--- config.mk ---
export PLATFORM = sky130hd
export DESIGN_NAME = wb_debug_master
export DESIGN_NICKNAME = d
export VERILOG_FILES = /design/src/rtl/wb_debug_master.sv
export SDC_FILE = /design/constraint.sdc
export NUM_CORES = 1
export LEC_CHECK = 0
export BUFFER_PORTS_ARGS = -buffer_cell sky130_fd_sc_hd__buf_4
export CORE_UTILIZATION = 56
export CTS_CLUSTER_SIZE = 24
export DETAILED_ROUTE_END_ITERATION = 16
export PLACE_DENSITY_LB_ADDON = 0.3
export SLEW_MARGIN = 5
export SYNTH_ARGS = -nofsm -noshare
export SYNTH_HDL_FRONTEND = slang
export SYNTH_SLANG_ARGS = --single-unit
--- constraint.sdc ---
create_clock -name wb_clk_i -period 4.9 [get_ports wb_clk_i]
set_clock_uncertainty 0.05 [all_clocks]
set_input_delay 0.49 -clock wb_clk_i [delete_from_list [all_inputs] [get_ports wb_clk_i]]
set_output_delay 0.49 -clock wb_clk_i [all_outputs]
set_load 0.02 [all_outputs]
--- src/rtl/wb_debug_master.sv ---
// wb_debug_master: byte-stream driven Wishbone debug/loader master.
// A host sends 'W' + addr(4) + data(4) or 'R' + addr(4), LSB first. The block
// runs one single Wishbone cycle and answers with 'K' (write) or the four
// read-data bytes, LSB first.
// Build option: define WB_TIMEOUT_EN to add an ack watchdog of TIMEOUT_CYCLES
// bus cycles. When it expires, the cycle is abandoned and the single byte 'E'
// is returned.
//
// state | meaning
// IDLE  | waiting for a command byte; other bytes are ignored
// ADDR  | collecting four address bytes
// DATA  | collecting four write-data bytes ('W' only)
// BUS   | Wishbone cycle in flight; rx bytes are dropped
// RESP  | handing response bytes to the tx sink; rx bytes are dropped
module wb_debug_master #(
  parameter int TIMEOUT_CYCLES = 255
) (
  input  logic        wb_clk_i,
  input  logic        wb_rst_i,
  input  logic [7:0]  rx_dat_i,
  input  logic        rx_vld_i,
  output logic [7:0]  tx_dat_o,
  output logic        tx_vld_o,
  input  logic        tx_rdy_i,
  output logic [31:0] wb_adr_o,
  output logic [31:0] wb_dat_o,
  input  logic [31:0] wb_dat_i,
  output logic        wb_we_o,
  output logic [3:0]  wb_sel_o,
  output logic        wb_stb_o,
  output logic        wb_cyc_o,
  input  logic        wb_ack_i,
  output logic        busy_o
);

  typedef enum logic [2:0] {IDLE, ADDR, DATA, BUS, RESP} state_t;

  localparam logic [7:0] CMD_WR  = 8'h57;
  localparam logic [7:0] CMD_RD  = 8'h52;
  localparam logic [7:0] RSP_OK  = 8'h4B;
  localparam logic [7:0] RSP_ERR = 8'h45;

  state_t      state, state_nxt;
  logic        op_write;
  logic [1:0]  byte_cnt;
  logic [31:0] adr_q;
  logic [31:0] wdat_q;
  logic [31:0] rdat_q;
  logic        cyc_q;
  logic        we_q;
  logic        err_q;

  logic        cmd_ok;
  logic        byte_last;
  logic        tx_fire;
  logic        resp_last;
  logic        bus_done;
  logic        bus_tmo;
  logic [7:0]  tx_byte;

  assign cmd_ok    = (rx_dat_i == CMD_WR) || (rx_dat_i == CMD_RD);
  assign byte_last = (byte_cnt == 2'd3);
  assign tx_fire   = (state == RESP) && tx_rdy_i;
  assign resp_last = op_write || err_q || byte_last;
  assign bus_done  = cyc_q && wb_ack_i;

`ifdef WB_TIMEOUT_EN
  localparam logic [15:0] TMO_LAST = 16'(TIMEOUT_CYCLES - 1);
  logic [15:0] tmo_cnt;

  // Watchdog: counts un-acked bus cycles; held at zero outside BUS.
  always_ff @(posedge wb_clk_i or posedge wb_rst_i) begin
    if (wb_rst_i)
      tmo_cnt <= '0;
    else if (state != BUS)
      tmo_cnt <= '0;
    else if (cyc_q && !wb_ack_i)
      tmo_cnt <= tmo_cnt + 16'd1;
  end

  // An ack in the expiry cycle takes priority over the timeout.
  assign bus_tmo = cyc_q && !wb_ack_i && (tmo_cnt == TMO_LAST);
`else
  // The limit only matters when the watchdog is built in.
  logic [15:0] unused_tmo;
  assign unused_tmo = 16'(TIMEOUT_CYCLES);
  assign bus_tmo    = 1'b0;
`endif

  // State register.
  always_ff @(posedge wb_clk_i or posedge wb_rst_i) begin
    if (wb_rst_i)
      state <= IDLE;
    else
      state <= state_nxt;
  end

  // Next-state decode.
  always_comb begin
    state_nxt = state;
    case (state)
      IDLE: if (rx_vld_i && cmd_ok) state_nxt = ADDR;
      ADDR: if (rx_vld_i && byte_last) state_nxt = op_write ? DATA : BUS;
      DATA: if (rx_vld_i && byte_last) state_nxt = BUS;
      BUS:  if (bus_done || bus_tmo) state_nxt = RESP;
      RESP: if (tx_fire && resp_last) state_nxt = IDLE;
      default: state_nxt = IDLE;
    endcase
  end

  // Datapath: byte collection, bus cycle control, read capture, response index.
  // Fields arrive LSB first, so shifting in from the top leaves byte k in [8k+7:8k].
  always_ff @(posedge wb_clk_i or posedge wb_rst_i) begin
    if (wb_rst_i) begin
      op_write <= 1'b0;
      byte_cnt <= 2'd0;
      adr_q    <= '0;
      wdat_q   <= '0;
      rdat_q   <= '0;
      cyc_q    <= 1'b0;
      we_q     <= 1'b0;
      err_q    <= 1'b0;
    end else begin
      case (state)
        IDLE: begin
          if (rx_vld_i && cmd_ok) begin
            op_write <= (rx_dat_i == CMD_WR);
            byte_cnt <= 2'd0;
            err_q    <= 1'b0;
          end
        end
        ADDR: begin
          if (rx_vld_i) begin
            adr_q    <= {rx_dat_i, adr_q[31:8]};
            byte_cnt <= byte_cnt + 2'd1;
            if (byte_last && !op_write)
              cyc_q <= 1'b1;
          end
        end
        DATA: begin
          if (rx_vld_i) begin
            wdat_q   <= {rx_dat_i, wdat_q[31:8]};
            byte_cnt <= byte_cnt + 2'd1;
            if (byte_last) begin
              cyc_q <= 1'b1;
              we_q  <= 1'b1;
            end
          end
        end
        BUS: begin
          if (bus_done) begin
            if (!op_write)
              rdat_q <= wb_dat_i;
            cyc_q    <= 1'b0;
            we_q     <= 1'b0;
            byte_cnt <= 2'd0;
          end else if (bus_tmo) begin
            cyc_q    <= 1'b0;
            we_q     <= 1'b0;
            err_q    <= 1'b1;
            byte_cnt <= 2'd0;
          end
        end
        RESP: begin
          if (tx_fire)
            byte_cnt <= byte_cnt + 2'd1;
        end
        default: ;
      endcase
    end
  end

  // Response byte select; zero outside RESP.
  always_comb begin
    tx_byte = 8'h00;
    if (state == RESP) begin
      if (err_q)
        tx_byte = RSP_ERR;
      else if (op_write)
        tx_byte = RSP_OK;
      else
        tx_byte = rdat_q[8*byte_cnt +: 8];
    end
  end

  assign tx_dat_o = tx_byte;
  assign tx_vld_o = (state == RESP);
  assign wb_adr_o = adr_q;
  assign wb_dat_o = wdat_q;
  assign wb_we_o  = we_q;
  assign wb_sel_o = 4'hF;
  assign wb_stb_o = cyc_q;
  assign wb_cyc_o = cyc_q;
  assign busy_o   = (state != IDLE);

endmodule
**Word-level counts from Yosys, hierarchy flattened**

Cells that the tools add are included.

- Equal/unequal tests: 18
- Multiplexer cells: 21
- Reduce and logical (&&, ||, !) cells: 23
- Shift operators: 1
- $add $sub $neg: 1
- Bitwise gates (word level): 1

Operator list:

| cell | count |
|---|---|
| $shiftx A32 B6 Y8 | 1 |
| $eq A8 B7 Y1 const B | 2 |
| $mux W8 | 2 |
| $ne A2 B2 Y1 const B | 8 |
| $mux W3 | 5 |
| $pmux W3 S5 | 1 |
| $reduce_and A5 Y1 | 2 |
| $mux W2 | 4 |
| $pmux W2 S4 | 1 |
| $eq A3 B2 Y1 const B | 2 |
| $logic_and A1 B1 Y1 | 6 |
| $mux W1 | 6 |
| $ne A2 B1 Y1 const B | 3 |
| $reduce_and A2 Y1 | 3 |
| $reduce_and A6 Y1 | 1 |
| $reduce_bool A3 Y1 | 2 |
| $reduce_and A4 Y1 | 1 |
| $reduce_bool A4 Y1 | 1 |
| $eq A3 B1 Y1 const B | 1 |
| $eq A3 B3 Y1 const B | 1 |
| $logic_not A3 Y1 | 1 |
| $pmux W1 S3 | 1 |
| $reduce_and A3 Y1 | 1 |
| $add A2 B1 Y2 const B | 1 |
| 7 further kinds | 8 |

- Logic and storage cells: 73
- Output and inout bits: 81
- Bits in registers: 104

**Logic depth before layout (Yosys ltp)**

- Depth in word-level cells: 5
- Depth in mapped cells: 8

**Worst setup path before layout**

Ideal clock, no wire load.

- Path kind: flip-flop to output port
- Start point: reg byte_cnt[0]
- End point: out tx_dat_o[2]
- Slack: 3.012 ns
- Cell stages (with the launch flop): 4
- Required time: 4.360 ns
- Buffers on the path: 1
- Arrival: 1.348 ns
- Cell sequence: dfrtp_1 buf_2 mux4_2 and3_1

- Word-level cells in the longest chain between the ends: 3

RTL lines:

| element | line | source |
|---|---|---|
| start, declared | 45 | `logic [1:0] byte_cnt;` |
| start signal, assigned | 135 | `byte_cnt <= byte_cnt + 2'd1;` |
| start signal, assigned | 143 | `byte_cnt <= byte_cnt + 2'd1;` |
| start signal, assigned | 166 | `byte_cnt <= byte_cnt + 2'd1;` |
| $shiftx A32 B6 Y8 | 182 | `tx_byte = rdat_q[8*byte_cnt +: 8];` |
| $mux W8 | 179 | `else if (op_write)` |
| $mux W8 | 176 | `if (state == RESP) begin` |
| end, declared | 22 | `output logic [7:0] tx_dat_o,` |

No other way between the ends.

**Worst setup path after layout**

- Start point: reg byte_cnt[0]
- End point: out tx_dat_o[4]

The elaborated chain is that of the path after synthesis.

==> flow_summary.yaml <==
worst_setup_path:
  crit_arrival_ns: 2.04
  r2r_start: "state[0]"
  path_buf_inv: 1
  cpPeakStageDelay_ns: 0.74
  start_kind: "flip-flop"
  required_ns: 4.36
  crit_chain: "mux4_2, and3_1, buf_4"
  critPathLaunch: "byte_cnt[0]"
  crit_path_top_delay_cell: "dfrtp_1"
  path_delay_family: "flip-flops"
  critPathCaptureType: "primary output"
  timing.rr.end: "rdat_q[18]"
  rr_worst_depth: 4
  r2r_slack_ns: 2.84
  cp_max_fo: 11
  path_class: "flip-flop to primary output"
power_and_ir_drop:
  combPwrFrac_pct: 44.8
  cellLeakagePower_nw: 2.71
  finalPower_mw: 3.75
  p_switching_mw: 1.40
  seq_power_share_pct: 41.8
  p_per_area_nw_per_um2: 669
  p_sw_share_pct: 37.5
  pwr-share-clk_pct: 13.4
  cellInternalPower_mw: 2.34
  ir_drop_uv: 377
route:
  drc_errors: 0
  drtAntennaViolNets: 0
  drt-wirelength-per-cell_um: 16.4
  num_vias: 2787
  wirelength_um: 8580
  drt_iter0_markers: 128
  routed_via_density: 5.34
  first_pass_iters: 4
logic_synthesis:
  synthTopCellsByCount: "dfrtp_1 (104), mux2_2 (94), buf_4 (15), nor2_1 (14), mux4_2 (8)"
  syn_area_per_cell_um2: 15.1
  synthTopCellsByArea: "dfrtp_1 (58%), mux2_2 (24%), mux4_2 (4.0%)"
  synth_top_area_share_pct: 58.1
  ys_warn_count: 0
  yosysSeqAreaShare_pct: 58.1
  synthArstFlopShare_pct: 100
  netlist_area_um2: 4480
  synth-main-ff-cell: "dfrtp_1"
  synth.most_common_cell: "dfrtp_1"
  synth-seq-cells: 104
  yosys.area.top_type: "dfrtp_1"
  synth.distinct_cells: 39
  synth_edf_count: 0
  synth_cells: 297
cells_and_area:
  drive_above_1_share_pct: 61.2
  nets: 461
  fillers: 536
  area_delta_synth_final_pct: 25.0
  diodes: 0
  final_util_pct: 72.5
  instances_no_fill: 522
  post-route-cell-area_um2: 5600
clock_tree:
  cts_inserted_buffers: 9
  cts_tree: "done"
  postCtsSetupBuffers: 0
  hold_buffers: 0
  clk_path_buf_depth: 2
  cts.clk_slew.worst_paths_ns: 0.10
  cts_max_level: 3
  cts_repair_resize_count: 0
  cts-root-buf: "clkbuf_8"
  cts_sinks: 104
  clk-insertion-delay-late_ns: 0.36
timing:
  final-setup-viol-count: 0
  period_needed_ns: 2.58
  holdWs_ns: 0.129
  finalCritPeriodShare_pct: 52.6
  grt_setup_unrepaired: "false"
  tightest_slew_ns: 0.716
  slew_viol_final: 0
  final-hold-violation-count: 0
  relSlewSlack_pct: 52.3
  fmax_mhz: 388
  setup_tns_ns: 0
  setup_ws_ns: 2.32
place:
  io_buffer_count: 121
  dpl.hpwl_um: 6180
  placed_area_um2: 5410
  place_congestion: 0.814
  pre_cts_slack_ns: 2.69
  dp.cells: 506
global_routing:
  grt_overflow_total: 0
  grt_pass1_wl_um: 14000
  grt_max_degree: 61
  antenna_found_initial: 0
  track_usage_pct: 21.8
  grt_pass1_vias: 2812
min_path:
  hp-class: "input port to async pin"
die:
  fp.dieArea_um2: 8360
  start_util_pct: 58.0
  fp.dieW_um: 91.5
  row_count: 32
  die_height_um: 91.5
  core_um2: 7730
  pin_count: 126
status:
  outcome: "finished, final reports clean"
job:
  cap_violations: 0
-- state kept, by name (all words and copies together), names as in the netlist --
name and flops:
rdat_q 32, wb_adr_o 32, wb_dat_o 32, state 3, byte_cnt 2, op_write 1, wb_cyc_o 1, wb_we_o 1
-- worst register-to-register path: stages, from the launching register on --
cell	delay [ns]
dfrtp_1	0.63
and3b_1	0.30
nor3b_4	0.18
buf_4	0.39
mux2_2	0.40
-- cell families (layout without fill, tap and decap cells) --
logic type | after synthesis | after routing | synth area share (%)
other | 1 | 4 | 0.0837
adders and majority gates | 1 | 1 | 0.279
buffers and inverters | 28 | 148 | 4.02
DFF | 104 | 104 | 58.1
xor gates and xnor gates | 2 | 2 | 0.391
muxes | 108 | 108 | 29.3
AOI/OAI and AO/OA | 15 | 15 | 2.23
and+or+nand+nor | 38 | 38 | 5.61
-- worst max-delay path by stage --
stage,to,slack (ns),depth (start not counted)
CTS,tx_dat_o[4],2.30,3
global route,tx_dat_o[5],2.22,3
floorplan,byte_cnt[0],1.63,1
detailed placement,tx_dat_o[4],2.69,3
global placement,tx_dat_o[4],2.75,3
finish,tx_dat_o[4],2.32,3
-- cell usage in the layout, fill, tap and decap left out, types with 2 or more instances in the layout --
cell type   synthesis  layout
nor2b_1             2       2
clkinvlp_4          0       2
nand2_1             5       5
o21a_1              2       2
and3_1              6       6
dfrtp_1           104     104
inv_1               4       3
buf_4              15     125
nor2_1             14      14
clkbuf_8            0       9
clkinv_4            0       3
mux2_2             94      94
mux2_4              2       2
conb_1              1       4
o21ai_0             6       6
mux4_2              8       8
mux2_1              4       4
inv_2               3       3
-- routing by layer --
layer / vias to the layer above / GRT usage [%] / routed length [um]
met4: 0 / 9.39 / 200
met5: - / 0 / 0
met3: 18 / 3.60 / 380
met1: 1397 / 30.0 / 3830
met2: 83 / 34.3 / 4170
li1: 1289 / - / -
-- power groups by stage --
stage / clock [mW] / sequential (mW) / combinational, mW
final: 0.501 / 1.57 / 1.68
after global routing: 0.547 / 1.63 / 1.78
after CTS: 0.515 / 1.57 / 1.70
after detailed placement: 0 / 1.58 / 1.69
after floorplan: 0 / 1.80 / 0.842
after global placement: 0 / 1.56 / 1.64
-- area by class of cell --
type	instances	area, um2	area share, %
Timing Repair Buffer	125	938	16.8
Clock buffer	9	124	2.21
Inverter	7	28.8	0.514
Multi-Input combinational cell	168	1710	30.5
Sequential cell	104	2600	46.5
Clock inverter	7	68.8	1.23
Tap cell	102	128	2.28
(Power assumes the default switching activity.)
